### src/rtl/idct_pkg.sv
// -----------------------------------------------------------------------------
// idct_pkg
// Shared definitions for the 4-point distributed-arithmetic IDCT:
//   - Q2.14 cosine constants C2, C4, C6
//   - FSM state encoding (IDLE, SHIFT, DONE)
//   - ROM word and accumulator widths
// No ports (package).
// -----------------------------------------------------------------------------
package idct_pkg;

  localparam int ROM_W = 17;
  localparam int ACC_W = 34;

  localparam logic signed [ROM_W-1:0] C2 = 17'sd15137;
  localparam logic signed [ROM_W-1:0] C4 = 17'sd11585;
  localparam logic signed [ROM_W-1:0] C6 = 17'sd6269;

  typedef enum logic [1:0] {
    IDLE  = 2'd0,
    SHIFT = 2'd1,
    DONE  = 2'd2
  } state_t;

endpackage

### src/rtl/idct_da_rom.sv
// -----------------------------------------------------------------------------
// idct_da_rom
// Combinational distributed-arithmetic partial-sum table for one IDCT row.
// The word is the sum of the row coefficients M[row][k] whose coefficient bit
// is set in the address.
// Ports:
//   row_i  [1:0]  output row select (0..3)
//   addr_i [3:0]  {X0 bit, X1 bit, X2 bit, X3 bit}
//   word_o [16:0] signed partial sum (Q2.14)
// -----------------------------------------------------------------------------
module idct_da_rom
  import idct_pkg::*;
(
  input  logic [1:0]              row_i,
  input  logic [3:0]              addr_i,
  output logic signed [ROM_W-1:0] word_o
);

  logic signed [ROM_W-1:0] k0, k1, k2, k3;

  always_comb begin
    k0 = C4;
    k1 = C2;
    k2 = C4;
    k3 = C6;
    case (row_i)
      2'd1: begin
        k1 = C6;
        k2 = -C4;
        k3 = -C2;
      end
      2'd2: begin
        k1 = -C6;
        k2 = -C4;
        k3 = C2;
      end
      2'd3: begin
        k1 = -C2;
        k3 = -C6;
      end
      default: ;
    endcase
    // Largest magnitude (c4+c2+c4+c6 = 44576) fits the 17-bit signed word.
    word_o = (addr_i[3] ? k0 : 17'sd0) + (addr_i[2] ? k1 : 17'sd0)
           + (addr_i[1] ? k2 : 17'sd0) + (addr_i[0] ? k3 : 17'sd0);
  end

endmodule

### src/rtl/idct4_da.sv
// -----------------------------------------------------------------------------
// idct4_da
// 4-point inverse DCT using bit-serial (LSB-first) distributed arithmetic.
// One coefficient bit per cycle addresses four row ROMs; the ROM words are
// shifted by the bit weight and accumulated, the sign bit weight being
// subtracted. The result is floor(acc / 2^FRAC), narrowed to DW bits.
// Optional build macro: IDCT_SAT_EN -- saturate outputs instead of wrapping.
// Ports:
//   clk, rst              clock, synchronous active-high reset
//   in_valid / in_ready   input vector handshake (ready only in IDLE)
//   x0..x3  [DW-1:0]      signed DCT coefficients
//   out_valid / out_ready result handshake (valid only in DONE)
//   y0..y3  [DW-1:0]      signed reconstructed samples
// -----------------------------------------------------------------------------
module idct4_da
  import idct_pkg::*;
#(
  parameter int DW   = 16,
  parameter int FRAC = 14
) (
  input  logic          clk,
  input  logic          rst,
  input  logic          in_valid,
  output logic          in_ready,
  input  logic [DW-1:0] x0,
  input  logic [DW-1:0] x1,
  input  logic [DW-1:0] x2,
  input  logic [DW-1:0] x3,
  output logic          out_valid,
  input  logic          out_ready,
  output logic [DW-1:0] y0,
  output logic [DW-1:0] y1,
  output logic [DW-1:0] y2,
  output logic [DW-1:0] y3
);

  localparam int CNT_W = (DW > 1) ? $clog2(DW) : 1;

  state_t                  state_q, state_d;
  logic [CNT_W-1:0]        cnt_q, cnt_d;
  logic [DW-1:0]           xs_q [4];
  logic signed [ACC_W-1:0] acc_q [4];
  logic signed [ACC_W-1:0] acc_d [4];
  logic [DW-1:0]           y_q [4];
  logic [DW-1:0]           y_d [4];
  logic signed [ROM_W-1:0] rom_w [4];
  logic [3:0]              addr;
  logic                    accept;
  logic                    last_bit;

  function automatic logic signed [ACC_W-1:0] sext(input logic signed [ROM_W-1:0] w);
    return {{(ACC_W-ROM_W){w[ROM_W-1]}}, w};
  endfunction

  // Floor division by 2^FRAC, then narrowing to the output width.
  function automatic logic [DW-1:0] narrow(input logic signed [ACC_W-1:0] a);
`ifdef IDCT_SAT_EN
    localparam logic signed [ACC_W-1:0] Y_MAX = ACC_W'((longint'(1) << (DW-1)) - 1);
    localparam logic signed [ACC_W-1:0] Y_MIN = -Y_MAX - 1;
    logic signed [ACC_W-1:0] sh;
    sh = a >>> FRAC;
    if (sh > Y_MAX)      return Y_MAX[DW-1:0];
    else if (sh < Y_MIN) return Y_MIN[DW-1:0];
    else                 return sh[DW-1:0];
`else
    return a[FRAC +: DW];
`endif
  endfunction

  assign accept   = (state_q == IDLE) && in_valid;
  assign last_bit = (state_q == SHIFT) && (cnt_q == CNT_W'(DW-1));
  // Coefficients are shifted right each cycle, so bit 0 is always the current bit.
  assign addr     = {xs_q[0][0], xs_q[1][0], xs_q[2][0], xs_q[3][0]};

  for (genvar n = 0; n < 4; n++) begin : g_rom
    idct_da_rom u_rom (
      .row_i  (2'(n)),
      .addr_i (addr),
      .word_o (rom_w[n])
    );
  end

  // FSM: state register
  always_ff @(posedge clk) begin
    if (rst) state_q <= IDLE;
    else     state_q <= state_d;
  end

  // FSM: next state
  always_comb begin
    state_d = state_q;
    case (state_q)
      IDLE:    if (in_valid)  state_d = SHIFT;
      SHIFT:   if (last_bit)  state_d = DONE;
      DONE:    if (out_ready) state_d = IDLE;
      default: state_d = IDLE;
    endcase
  end

  // FSM: outputs
  always_comb begin
    in_ready  = (state_q == IDLE);
    out_valid = (state_q == DONE);
  end

  // Datapath next state
  always_comb begin
    cnt_d = cnt_q;
    for (int k = 0; k < 4; k++) begin
      acc_d[k] = acc_q[k];
      y_d[k]   = y_q[k];
    end
    if (accept) begin
      cnt_d = '0;
      for (int k = 0; k < 4; k++) acc_d[k] = '0;
    end else if (state_q == SHIFT) begin
      cnt_d = last_bit ? '0 : cnt_q + 1'b1;
      for (int k = 0; k < 4; k++) begin
        // The MSB carries weight -2^(DW-1) in two's complement.
        if (last_bit) acc_d[k] = acc_q[k] - (sext(rom_w[k]) <<< cnt_q);
        else          acc_d[k] = acc_q[k] + (sext(rom_w[k]) <<< cnt_q);
        if (last_bit) y_d[k] = narrow(acc_d[k]);
      end
    end
  end

  // Coefficient shift registers carry no reset: they are reloaded on accept.
  always_ff @(posedge clk) begin
    if (accept) begin
      xs_q[0] <= x0;
      xs_q[1] <= x1;
      xs_q[2] <= x2;
      xs_q[3] <= x3;
    end else if (state_q == SHIFT) begin
      for (int k = 0; k < 4; k++) xs_q[k] <= xs_q[k] >> 1;
    end
  end

  always_ff @(posedge clk) begin
    if (rst) begin
      cnt_q <= '0;
      for (int k = 0; k < 4; k++) begin
        acc_q[k] <= '0;
        y_q[k]   <= '0;
      end
    end else begin
      cnt_q <= cnt_d;
      for (int k = 0; k < 4; k++) begin
        acc_q[k] <= acc_d[k];
        y_q[k]   <= y_d[k];
      end
    end
  end

  assign y0 = y_q[0];
  assign y1 = y_q[1];
  assign y2 = y_q[2];
  assign y3 = y_q[3];

endmodule

### config.mk
export PLATFORM = sky130hd
export DESIGN_NAME = idct4_da
export DESIGN_NICKNAME = d
export VERILOG_FILES = /design/src/rtl/idct_pkg.sv /design/src/rtl/idct_da_rom.sv /design/src/rtl/idct4_da.sv
export SDC_FILE = /design/constraint.sdc
export NUM_CORES = 1
export LEC_CHECK = 0
export BUFFER_PORTS_ARGS = -buffer_cell sky130_fd_sc_hd__buf_2
export CAP_MARGIN = 10
export CORE_ASPECT_RATIO = 0.7
export CORE_MARGIN = 8
export CORE_UTILIZATION = 30
export CTS_BUF_LIST = sky130_fd_sc_hd__clkbuf_4 sky130_fd_sc_hd__clkbuf_8
export CTS_CLUSTER_DIAMETER = 50
export CTS_CLUSTER_SIZE = 20
export DETAILED_ROUTE_END_ITERATION = 8
export PLACE_DENSITY = 0.54
export SLEW_MARGIN = 20
export SYNTH_ARGS = -nofsm -noshare
export SYNTH_HDL_FRONTEND = slang
export SYNTH_SLANG_ARGS = --single-unit
### constraint.sdc
create_clock -name clk -period 19.1 [get_ports clk]
set_input_delay 2.865 -clock clk [delete_from_list [all_inputs] [get_ports clk]]
set_output_delay 2.865 -clock clk [all_outputs]
set_load 0.01 [all_outputs]
==> load_flow_metrics.sql <==
INSERT INTO impl_metrics (metric_group, metric, value, unit) VALUES
('outcome', 'status', 'complete, no violations', ''),
('layout', 'final_cell_mix', '545 x nand2_1, 326 x a21oi_1, 202 x nor2_1', ''),
('power', 'p_sw', '1.40', 'mW'),
('global_route', 'grt_pass1_vias', '22500', ''),
('logic_synthesis', 'synth_seq_cells', '254', ''),
('timing', 'setup_viol', '0', ''),
('timing', 'drv_slew', '0', ''),
('clock_network', 'ctsRootBufferMaster', 'clkbuf_8', ''),
('layout', 'layout.core_utilization', '0.328', ''),
('global_route', 'antenna_found_initial', '1', ''),
('floorplanning', 'design.core.area', '82400', 'sq um'),
('timing', 'post-route-period-util', '0.469', ''),
('power', 'reg_power_frac', '0.221', ''),
('critical_path', 'timing.critical_path.mode_cell', 'a21o_1', ''),
('layout', 'flow.area_growth_from_synthesis', '8.33', '%'),
('timing', 'hold_slack', '0.458', 'ns'),
('layout', 'final_cell_count_no_fill', '4344', ''),
('timing', 'rsz0062_at_grt', 'no', ''),
('timing', 'max_freq', '112', 'MHz'),
('power', 'power.static_leakage', '10.8', 'nW'),
('hold_path', 'min-delay-path-class', 'flop to flop', ''),
('power', 'design_internal_power', '1.48', 'mW'),
('power', 'power.switching_fraction', '0.486', ''),
('critical_path', 'timing.critical_path.slowest_stage_cell', 'ha_1', ''),
('critical_path', 'critPathArrivalTime', '9.45', 'ns'),
('placement', 'gp_routability_congestion', '0.926', ''),
('placement', 'pre_cts_slack', '10.34', 'ns'),
('timing', 'timing.final.hold_violations', '0', ''),
('floorplanning', 'die_area', '92700', 'sq um'),
('critical_path', 'timing.setup.critical_path_class', 'flop to flop', ''),
('logic_synthesis', 'synth_sequential_area_ratio', '0.229', ''),
('logic_synthesis', 'share_of_synthesized_cell_area_in_full_adder_half_adder_and_majority_cells', '0.104', ''),
('timing', 'timing.final.crit_period', '8.97', 'ns'),
('power', 'tot_pwr', '2.88', 'mW'),
('layout', 'post_route_cells_drive_above_1_share', '0.0971', ''),
('timing', 'post-route-worst-setup-slack', '10.13', 'ns'),
('layout', 'antennaDiodeCount', '0', ''),
('global_route', 'grt_start_max_net_pins', '90', ''),
('global_route', 'grt-ovfl-total', '0', ''),
('flow_run', 'drv.max_cap_violation_count', '0', ''),
('logic_synthesis', 'avgSynthCellArea', '7.65', 'sq um'),
('logic_synthesis', 'edff_count_synth', '61', ''),
('critical_path', 'max_stage_delay', '0.89', 'ns'),
('timing', 'worst_pin_slew', '1.09', 'ns'),
('logic_synthesis', 'netlist_area', '24900', 'sq um'),
('clock_network', 'htreeDepth', '1', ''),
('placement', 'post_dp_cell_area', '26400', 'sq um'),
('floorplanning', 'y_dimension_of_the_die', '257', 'um'),
('clock_network', 'cts-hold-fix-buffers', '0', ''),
('route', 'drc_errors', '0', ''),
('global_route', 'grt_util_all_layers', '0.167', ''),
('critical_path', 'required', '19.58', 'ns'),
('logic_synthesis', 'synth.distinct_cells', '116', ''),
('logic_synthesis', 'synth_compound_area_frac', '0.286', ''),
('placement', 'hpwl_reported_at_the_end_of_detailed_placement', '60400', 'um'),
('critical_path', 'path_max_fanout', '20', ''),
('route', 'postRouteAntennaNets', '0', ''),
('logic_synthesis', 'post_synth_mux_area_share', '0.0344', ''),
('floorplanning', 'pin_count', '134', ''),
('clock_network', 'postCtsSetupBuffers', '0', ''),
('clock_network', 'ctsResizeCount', '0', ''),
('power', 'ir_drop', '0.0573', 'mV'),
('power', 'power_dens_cells', '107', 'nW/um^2'),
('logic_synthesis', 'synthFlopType', 'dfxtp_1', ''),
('route', 'iteration_0_drc_markers', '2540', ''),
('critical_path', 'setup.worst_path.end_class', 'flop', ''),
('route', 'vias', '24300', ''),
('floorplanning', 'initial_core_util', '0.303', ''),
('clock_network', 'clk-insertion-delay-late', '0.67', 'ns'),
('logic_synthesis', 'synth_top_family_by_area', 'compound AO/OA/AOI/OAI gates', ''),
('placement', 'dpl.cell_count', '4296', '');
## registers in the layout (all words and copies together) (netlist names)
register and count:
xs_q 64, y_q 64, acc_q 120, state_q 2, cnt_q 4
## cell usage after synthesis, types with 10 or more instances
library cell,instances,share of area
xor2_1,82,0.029
o21ai_1,25,0.0050
nor4_1,22,0.0055
nor2b_1,29,0.0073
a2111oi_0,14,0.0049
o31ai_1,35,0.011
nor2_1,204,0.031
o22ai_1,17,0.0043
or2_2,16,0.0040
clkbuf_1,117,0.018
buf_1,38,0.0057
a21o_1,67,0.020
nand4_1,24,0.0060
nand3b_1,19,0.0057
nand2b_1,51,0.013
o2111ai_1,11,0.0039
xnor2_1,148,0.052
ha_1,181,0.091
fa_1,16,0.013
a41oi_1,10,0.0035
mux2i_1,30,0.012
mux4_2,20,0.018
o211ai_1,36,0.011
a22o_1,49,0.017
a211oi_1,52,0.016
and2_1,27,0.0068
a31oi_1,33,0.0083
or3_1,25,0.0063
a211o_1,14,0.0049
nand3_1,60,0.012
o21ai_0,168,0.034
edfxtp_1,61,0.074
o21bai_1,11,0.0033
inv_1,71,0.011
dfxtp_1,193,0.16
and3_1,20,0.0050
o21a_1,45,0.014
a21oi_1,326,0.065
buf_2,39,0.0078
nor3_1,67,0.013
nand2_1,546,0.082
## power by group through the flow
stage / logic (mW) / clock network, mW / registers (mW)
floorplan: 1.39 / 0 / 0.638
global placement: 1.79 / 0 / 0.647
detailed placement: 1.78 / 0 / 0.647
CTS: 1.80 / 0.440 / 0.636
global route: 2.01 / 0.462 / 0.643
finish: 1.82 / 0.424 / 0.635
## cells by family (layout without fill, tap and decap cells)
family / count (synthesis) / in the layout
AO/OA/AOI/OAI: 1065 / 1065
XOR/XNOR: 230 / 230
flip-flops: 254 / 254
buffers and inverters: 279 / 287
AND/OR/NAND/NOR: 1172 / 1172
multiplexers: 59 / 59
adder cells (fa/ha/maj): 197 / 197
## critical path, delay by kind of cell (launching register included)
kind | cells | cell delay [ns]
adder cells (fa/ha/maj) | 3 | 1.80
AO/OA/AOI/OAI | 15 | 3.40
flip-flops | 1 | 0.83
XOR/XNOR | 2 | 0.39
buffers and inverters | 2 | 0.88
AND/OR/NAND/NOR | 6 | 1.47
## final timing paths
path / endpoint / cells after the start / slack [ns] / from
max: acc_q[1][28] / 28 / 10.13 / xs_q[3][0]
min: y_q[0][8] / 2 / 0.46 / y_q[0][8]
max reg2reg: acc_q[1][28] / 28 / 10.13 / xs_q[3][0]
min reg2reg: y_q[0][8] / 2 / 0.46 / y_q[0][8]
## cell type report
cell class	instances	area, sq um
Fill cell	8887	55400
Multi-Input combinational cell	2723	18100
Sequential cell	254	5710
Tap cell	1080	1350
Timing Repair Buffer	163	903
Clock buffer	28	373
Inverter	76	285
Clock inverter	20	250
## layer usage
metal,part of all wire,global-route usage,up-vias,wire [um]
li1,-,-,11900,-
met1,0.49,0.249,11500,40000
met2,0.42,0.255,807,34500
met3,0.070,0.0298,88,5720
met4,0.014,0.0223,0,1120
met5,0,0,-,0
No activity file was read; power rests on OpenSTA's default activity.
